**src/rtl/fnn_pkg.sv**
```systemverilog
// Shared types and helpers for the feed-forward network datapath.
// Contents:
//   WEIGHT_W       - default weight word width (signed fixed point)
//   wfetch_state_t - weight fetch sequencer state encoding
//   clog2_min1()   - ceil(log2(n)), never less than 1, for index widths
package fnn_pkg;

    localparam int unsigned WEIGHT_W = 16;

    typedef enum logic [1:0] {
        IDLE  = 2'd0,
        FETCH = 2'd1,
        DRAIN = 2'd2
    } wfetch_state_t;

    // Width of an index able to address n items; a 1-item space still needs one bit.
    function automatic int unsigned clog2_min1(input int unsigned n);
        int unsigned w;
        w = (n <= 32'd2) ? 32'd1 : 32'($clog2(n));
        return w;
    endfunction

endpackage

```
**src/rtl/w_fetch_skid_fifo.sv**
```systemverilog
// Two-entry skid FIFO between the weight memory read port and the MAC stream.
// Ports:
//   clk, rst  - clock, asynchronous active-high reset
//   i_push    - write i_din this cycle
//   i_pop     - consume the head entry this cycle (ignored when empty)
//   i_flush   - discard all entries; dominates push and pop
//   i_din     - entry to write ({data, index})
//   o_occ     - number of valid entries (0..2)
//   o_head    - oldest entry; stable until popped
module w_fetch_skid_fifo #(
    parameter int unsigned WIDTH = 21
) (
    input  logic             clk,
    input  logic             rst,
    input  logic             i_push,
    input  logic             i_pop,
    input  logic             i_flush,
    input  logic [WIDTH-1:0] i_din,
    output logic [1:0]       o_occ,
    output logic [WIDTH-1:0] o_head
);

    logic [WIDTH-1:0] r_mem [2];
    logic             r_wptr;
    logic             r_rptr;
    logic [1:0]       r_occ;
    logic             w_do_pop;

    assign w_do_pop = i_pop && (r_occ != 2'd0);

    // Storage, pointers and occupancy; push and pop may occur together.
    always_ff @(posedge clk or posedge rst) begin
        if (rst) begin
            r_mem[0] <= '0;
            r_mem[1] <= '0;
            r_wptr   <= 1'b0;
            r_rptr   <= 1'b0;
            r_occ    <= 2'd0;
        end else if (i_flush) begin
            r_wptr   <= 1'b0;
            r_rptr   <= 1'b0;
            r_occ    <= 2'd0;
        end else begin
            if (i_push) begin
                r_mem[r_wptr] <= i_din;
                r_wptr        <= ~r_wptr;
            end
            if (w_do_pop) begin
                r_rptr <= ~r_rptr;
            end
            r_occ <= r_occ + 2'(i_push) - 2'(w_do_pop);
        end
    end

    assign o_occ  = r_occ;
    assign o_head = r_mem[r_rptr];

    // The upstream credit rule must never let a push land on a full FIFO.
    a_no_overflow : assert property (@(posedge clk) disable iff (rst)
        !(i_push && !i_flush && !w_do_pop && (r_occ == 2'd2)));

endmodule

```
**src/rtl/w_mem_fetch_seq.sv**
```systemverilog
// Weight fetch sequencer: walks a 1-cycle-latency weight ROM from index 0 to
// NUM_WEIGHT-1 and streams the words to a MAC over valid/ready, one per cycle
// at full rate, with a 2-entry skid FIFO absorbing the read latency.
// Ports:
//   clk, rst              - clock, asynchronous active-high reset
//   start                 - begin one pass (sampled only in IDLE)
//   abort                 - synchronous flush back to IDLE, no done pulse
//   busy                  - high while fetching or draining
//   done                  - one-cycle pulse after the last beat handshake
//   mem_ren, mem_radd     - weight memory read request
//   mem_rdata             - weight memory data, valid the cycle after mem_ren
//   w_valid, w_ready      - stream handshake
//   w_data, w_idx, w_last - stream payload; w_last marks index NUM_WEIGHT-1
module w_mem_fetch_seq
    import fnn_pkg::*;
#(
    parameter int unsigned NUM_WEIGHT = 30,
    parameter int unsigned ADDR_W     = clog2_min1(NUM_WEIGHT),
    parameter int unsigned DATA_W     = WEIGHT_W
) (
    input  logic              clk,
    input  logic              rst,
    input  logic              start,
    input  logic              abort,
    output logic              busy,
    output logic              done,
    output logic              mem_ren,
    output logic [ADDR_W-1:0] mem_radd,
    input  logic [DATA_W-1:0] mem_rdata,
    output logic              w_valid,
    input  logic              w_ready,
    output logic [DATA_W-1:0] w_data,
    output logic [ADDR_W-1:0] w_idx,
    output logic              w_last
);

    localparam int unsigned       ENTRY_W  = DATA_W + ADDR_W;
    localparam logic [ADDR_W-1:0] LAST_IDX = ADDR_W'(NUM_WEIGHT - 1);

    wfetch_state_t      r_state;
    wfetch_state_t      w_state_nxt;
    logic [ADDR_W-1:0]  r_issue_cnt;
    logic [ADDR_W-1:0]  r_infl_idx;
    logic               r_inflight;
    logic               r_done;

    logic               w_issue;
    logic               w_done_nxt;
    logic               w_pop;
    logic               w_flush;
    logic               w_credit_ok;
    logic               w_head_last;
    logic               w_fifo_valid;
    logic [1:0]         w_occ;
    logic [ENTRY_W-1:0] w_head;
    logic [DATA_W-1:0]  w_head_data;
    logic [ADDR_W-1:0]  w_head_idx;

    assign {w_head_data, w_head_idx} = w_head;

    assign w_fifo_valid = (w_occ != 2'd0);
    assign w_pop        = w_fifo_valid && w_ready;
    assign w_head_last  = (w_head_idx == LAST_IDX);
    assign w_flush      = abort && (r_state != IDLE);

    // A new read may issue only if it still has a FIFO slot once this cycle's
    // pop leaves; counting the pop keeps full rate under continuous ready.
    assign w_credit_ok = (3'(w_occ) + 3'(r_inflight)) < (3'd2 + 3'(w_pop));

    // State register.
    always_ff @(posedge clk or posedge rst) begin
        if (rst) begin
            r_state <= IDLE;
        end else begin
            r_state <= w_state_nxt;
        end
    end

    // Next state, read issue and done decode; abort outranks start and handshakes.
    always_comb begin
        w_state_nxt = r_state;
        w_issue     = 1'b0;
        w_done_nxt  = 1'b0;
        case (r_state)
            IDLE: begin
                if (start) begin
                    w_state_nxt = FETCH;
                end
            end
            FETCH: begin
                if (abort) begin
                    w_state_nxt = IDLE;
                end else begin
                    w_issue = w_credit_ok;
                    if (w_issue && (r_issue_cnt == LAST_IDX)) begin
                        w_state_nxt = DRAIN;
                    end
                end
            end
            DRAIN: begin
                if (abort) begin
                    w_state_nxt = IDLE;
                end else if (w_pop && w_head_last) begin
                    w_state_nxt = IDLE;
                    w_done_nxt  = 1'b1;
                end
            end
            default: begin
                w_state_nxt = IDLE;
            end
        endcase
    end

    // Issue counter: holds on the final address so it never passes NUM_WEIGHT-1.
    always_ff @(posedge clk or posedge rst) begin
        if (rst) begin
            r_issue_cnt <= '0;
        end else if (w_state_nxt == IDLE) begin
            r_issue_cnt <= '0;
        end else if (w_issue && (r_issue_cnt != LAST_IDX)) begin
            r_issue_cnt <= r_issue_cnt + ADDR_W'(1);
        end
    end

    // Tracks the read in flight so its data is captured with its index next cycle.
    always_ff @(posedge clk or posedge rst) begin
        if (rst) begin
            r_inflight <= 1'b0;
            r_infl_idx <= '0;
            r_done     <= 1'b0;
        end else begin
            r_inflight <= w_issue;
            r_infl_idx <= r_issue_cnt;
            r_done     <= w_done_nxt;
        end
    end

    w_fetch_skid_fifo #(
        .WIDTH (ENTRY_W)
    ) u_skid (
        .clk     (clk),
        .rst     (rst),
        .i_push  (r_inflight),
        .i_pop   (w_pop),
        .i_flush (w_flush),
        .i_din   ({mem_rdata, r_infl_idx}),
        .o_occ   (w_occ),
        .o_head  (w_head)
    );

    assign busy     = (r_state != IDLE);
    assign done     = r_done;
    assign mem_ren  = w_issue;
    assign mem_radd = r_issue_cnt;
    assign w_valid  = w_fifo_valid;
    assign w_data   = w_head_data;
    assign w_idx    = w_head_idx;
    assign w_last   = w_fifo_valid && w_head_last;

endmodule

```
**config.mk**
```make
export PLATFORM = sky130hd
export DESIGN_NAME = w_mem_fetch_seq
export DESIGN_NICKNAME = d
export VERILOG_FILES = /design/src/rtl/fnn_pkg.sv /design/src/rtl/w_fetch_skid_fifo.sv /design/src/rtl/w_mem_fetch_seq.sv
export SDC_FILE = /design/constraint.sdc
export NUM_CORES = 1
export LEC_CHECK = 0
export CELL_PAD_IN_SITES_DETAIL_PLACEMENT = 1
export CELL_PAD_IN_SITES_GLOBAL_PLACEMENT = 1
export CORE_ASPECT_RATIO = 0.75
export CORE_MARGIN = 5
export CORE_UTILIZATION = 23
export CTS_CLUSTER_SIZE = 10
export DETAILED_ROUTE_END_ITERATION = 7
export PLACE_DENSITY_LB_ADDON = 0.1
export SLEW_MARGIN = 20
export SYNTH_ARGS = -nofsm -noshare
export SYNTH_HDL_FRONTEND = slang
export SYNTH_HIERARCHICAL = 1
export SYNTH_SLANG_ARGS = --single-unit
```
**constraint.sdc**
```tcl
create_clock -name clk -period 4.05 [get_ports clk]
set_input_delay 1.0125 -clock clk [delete_from_list [all_inputs] [get_ports clk]]
set_output_delay 1.0125 -clock clk [all_outputs]
set_load 0.02 [all_outputs]
```
# Word level (Yosys, flattened, before mapping)
# Cells that the tools add are included.
# word_totals
reg_bits	60
latchBits	0
ramBits	0
rom_bits	0
out_inout_bits	31
elab_cells	69
mem_count	0
# op_classes
n_addsub	5
n_mul	0
div_mod_pow	0
n_lt_le_gt_ge	4
eq_ne	5
n_shift	0
mux	24
bitwise_logic	5
n_reduce_logical	16
# ops
op	n
21-bit two-way mux	4
42-bit bitwise mux	1
21-bit demux with 1-bit select	1
2-bit two-way mux	6
5-bit equality test (second input constant)	2
5-bit two-way mux	2
2-bit nonzero test	5
1-bit two-way mux	9
1-bit logical AND	8
2-bit one-hot mux with 3 select lines	1
5-bit by 1-bit adder with 5-bit output (second input constant)	1
5-bit inequality test (second input constant)	1
2-bit >= comparator (second input constant)	2
2-bit zero test	2
1-bit inverter with 2-bit output	2
2-bit by 1-bit adder with 3-bit output	1
2-bit by 1-bit adder with 3-bit output (first input constant)	1
3-bit < comparator	1
1-bit inverter	3
2-bit by 1-bit adder with 2-bit output	1
2-bit by 1-bit equality test with 1-bit output (second input constant)	1
2-bit equality test (second input constant)	1
2-bit by 1-bit < comparator with 1-bit output (second input constant)	1
2-bit AND reduction	1
2-bit by 1-bit subtractor with 2-bit output	1

# Logic depth before layout (Yosys ltp)
# logic_depth
depth_word	11
depth_mapped	8

# By module
# Netlist, hierarchy kept.
# by_module_without_submodules
module	n_inst	cells_each	area_per_inst_um2	seq_area_each_um2
w_fetch_skid_fifo	1	131	2064.5	1151.1
w_mem_fetch_seq	1	64	701.9	350.3

# Worst setup path after synthesis
# Ideal clock, no wire load.
# synth_path
path_kind	in2out
startpoint	input port abort
endpoint	output port mem_ren
t_arrival_ps	1586
required_ps	3038
slack_ps	1451
cell_stages	3
path_buffers	0
path_cell_list	nor4b_4 -> nand2_1 -> inv_1
# synth_between
elab_chain_cells	2
# synth_lines
item	line_no	source
start, declared	w_mem_fetch_seq.sv:24	input logic abort,
1-bit two-way mux	w_mem_fetch_seq.sv:91	if (abort) begin
1-bit two-way mux	w_mem_fetch_seq.sv:84	case (r_state)
end, declared	w_mem_fetch_seq.sv:27	output logic mem_ren,
# No other way between the ends.

# Final worst setup path
# Same ends and word-level chain as after synthesis.

==> qor.yml <==
status:
  status: "finished clean"
route:
  drc: 0
  routed_wl_um: 6712
  vias: 1759
  via_per_inst: 4.168
  drt_first_iter_violations: 64
  wl_per_cell_um: 15.91
  final_antenna_net_count: 0
  first_pass_iters: 4
logic_synthesis:
  synth_top_cell_by_area: "dfrtp_1"
  yosys-top-cells-area: "dfrtp_1, mux2_2, ha_1"
  synth_top_family_by_area: "multiplexers"
  synth_xor_area_share_pct: 1.131
  synth-seq-area-share_pct: 54.27
  synth-simple-area-share_pct: 8.232
  synth_cells: 195
  synth_compound_area_share_pct: 4.387
  synth_fa_ha_area_share_pct: 2.714
  yosysWarnings: 6
  synth_top_area_share_pct: 54.27
  synth_area_sq_um: 2766
  synth_cell_types: 37
  postSynthAreaPerCell_sq_um: 14.19
  synth_mux_area_share_pct: 26.05
  async_flop_share_pct: 100.0
  synth-seq-cells: 60
  synth_flop_cell: "dfrtp_1"
  synth-edff-count: 0
  synthesis.nets: 222
critical_path:
  worstPathRequired_ps: 3040
  slowest_stage: "clkdlybuf4s50_1"
  crit_path_end_kind: "output pin"
  slowest_delay_ps: 610
  worstPathArrival_ps: 2740
  path_max_fanout: 4
  crit_chain: "clkdlybuf4s50_1, nor4b_4, nand2_1, inv_1, clkdlybuf4s50_1"
  worst_setup_path_start_kind: "input pin"
  path_common_cell: "clkdlybuf4s50_1"
  crit_type: "in -> out"
cts:
  cts.reportedPaths.clkPinSlew_ps: 50
  htreeDepth: 3
  root_buffer: "clkbuf_16"
  cts_max_path_buffers: 2
  cts_tree: "done"
  post_cts_buffers: 0
  clock_sinks: 60
  post_cts_resized: 0
  ctsHoldBuffers: 0
  cts-buffers-inserted: 9
  insertion_delay_ps: 320
global_route:
  grt_overflow: 0
  grt_max_degree: 47
  antenna_found_initial: 0
  first_global_vias: 1978
  grt_use_total_pct: 10.35
  grt_pass1_wl_um: 11240
place:
  port_buffers: 51
  hpwl_um: 4603
  place_congestion: 0.7181
  place_inst: 406
layout:
  nets: 282
  layout-drive-gt1-share_pct: 35.38
  syn_to_final_growth_pct: 36.36
  diodes: 0
  final-instance-count-excl-fill: 422
timing:
  final.min_clock_period_ps: 3755
  final_max_slew_viol_count: 0
  slew_headroom_pct: 45.19
  worst_pin_slew_ps: 822.2
  whs_ps: 483.9
  fin_skew_ps: 3.555
  final-hold-violation-count: 0
  rsz0062_at_grt: "no"
  fmax_ghz: 0.2663
  period_share_pct: 92.71
  finalSetupViolations: 0
  tns_ps: 0
power:
  vdd_ir_drop_max_mv: 0.2041
  power_mw: 2.715
  p_leak_nw: 1.641
  pwr_density_cell_nw_per_um2: 719.6
min_path:
  hold_class: "reg -> reg"
floorplan:
  rows: 34
  start_util_pct: 23.65
  die_h_um: 105.0
  die_area_sq_um: 14340
  core_area_sq_um: 11700
  ios: 52
  die_w_um: 136.6
flow_run:
  max-cap-violations: 0
-- power by group --
| group | internal, mW | switching (mW) |
|---|---|---|
| clock network | 0.535 | 0.272 |
| registers | 0.796 | 0.121 |
| logic | 0.553 | 0.437 |
| total | 1.88 | 0.830 |
-- routing by layer --
layer	track usage [%]	share of wire [%]
met1	14.61	49
met2	14.28	44
met5	0	0
met4	3.957	1.7
met3	3.794	5.2
-- worst max-delay path, delay by kind of cell --
| family | cells | cell delay [ps] |
|---|---|---|
| and+or+nand+nor | 2 | 500 |
| buffers and inverters | 3 | 1220 |
-- cell usage after synthesis (all sizes together) (2+ instances only) --
cell,n
a21oi,4
buf,6
dfrtp,60
ha,6
inv,9
mux2,64
nand2,4
nor2,4
nor2b,5
nor3b,3
o21a,2
o21ai,5
o31ai,2
or3,3
or4,2
-- per-stage QoR --
step           instance area (sq um)  setup slack (ps)  util [%]
2_1_floorplan                   2766              1451         -
3_3_place_gp                    3455             324.0     29.53
3_5_place_dp                    3455             304.4     29.53
4_1_cts                         3771             293.7     32.24
5_1_grt                         3772             245.6     32.25
6_report                        3772             295.3     32.25
-- worst paths after layout --
kind / start / end / slack (ps) / cells past startpoint
setup reg to reg: u_skid/r_rptr / mem_radd[1] / 1610 / 6
hold reg to reg: mem_radd[3] / r_infl_idx[3] / 480 / 0
hold / removal: mem_radd[3] / r_infl_idx[3] / 480 / 0
setup / recovery: abort / mem_ren / 300 / 5
max in group asynchronous: rst / u_skid/r_mem[40] / 2380 / 2
min in group asynchronous: rst / mem_radd[0] / 1120 / 2
-- cells in the final DEF, fill, tap and decap left out, types with 3 or more instances in the layout --
cell type / netlist / final
a21oi_1: 3 / 3
buf_4: 0 / 4
clkbuf_16: 0 / 9
clkdlybuf4s50_1: 0 / 51
clkinv_2: 0 / 4
dfrtp_1: 60 / 60
ha_1: 6 / 6
inv_1: 9 / 8
mux2_2: 62 / 62
nand2_1: 3 / 3
nor2_1: 4 / 4
nor2b_1: 5 / 5
o21ai_0: 5 / 5
or3_1: 3 / 3
-- layout make-up --
class / count / area, sq um
fillers: 1244 / 7926
flip-flops and latches: 60 / 1501
multi-input cells: 120 / 1176
repair buffers: 55 / 540.5
clock buffers: 9 / 225.2
well taps: 162 / 202.7
clock inverters: 7 / 91.34
inverters: 9 / 35.03
-- flip-flops by register name, summed over array words and instances (netlist names) --
name / flops
done: 1
mem_radd: 5
r_infl_idx: 5
r_inflight: 1
r_state: 2
u_skid/o_occ: 2
u_skid/r_mem: 42
u_skid/r_rptr: 1
u_skid/r_wptr: 1
-- logic make-up (layout without fill, tap and decap cells) --
group,count (synthesis),after routing
AO/OA/AOI/OAI,18,18
XOR/XNOR,2,2
multiplexers,64,64
buffers and inverters,15,80
flip-flops,60,60
AND/OR/NAND/NOR,30,30
adder cells (fa/ha/maj),6,6
(Power assumes the default switching activity.)
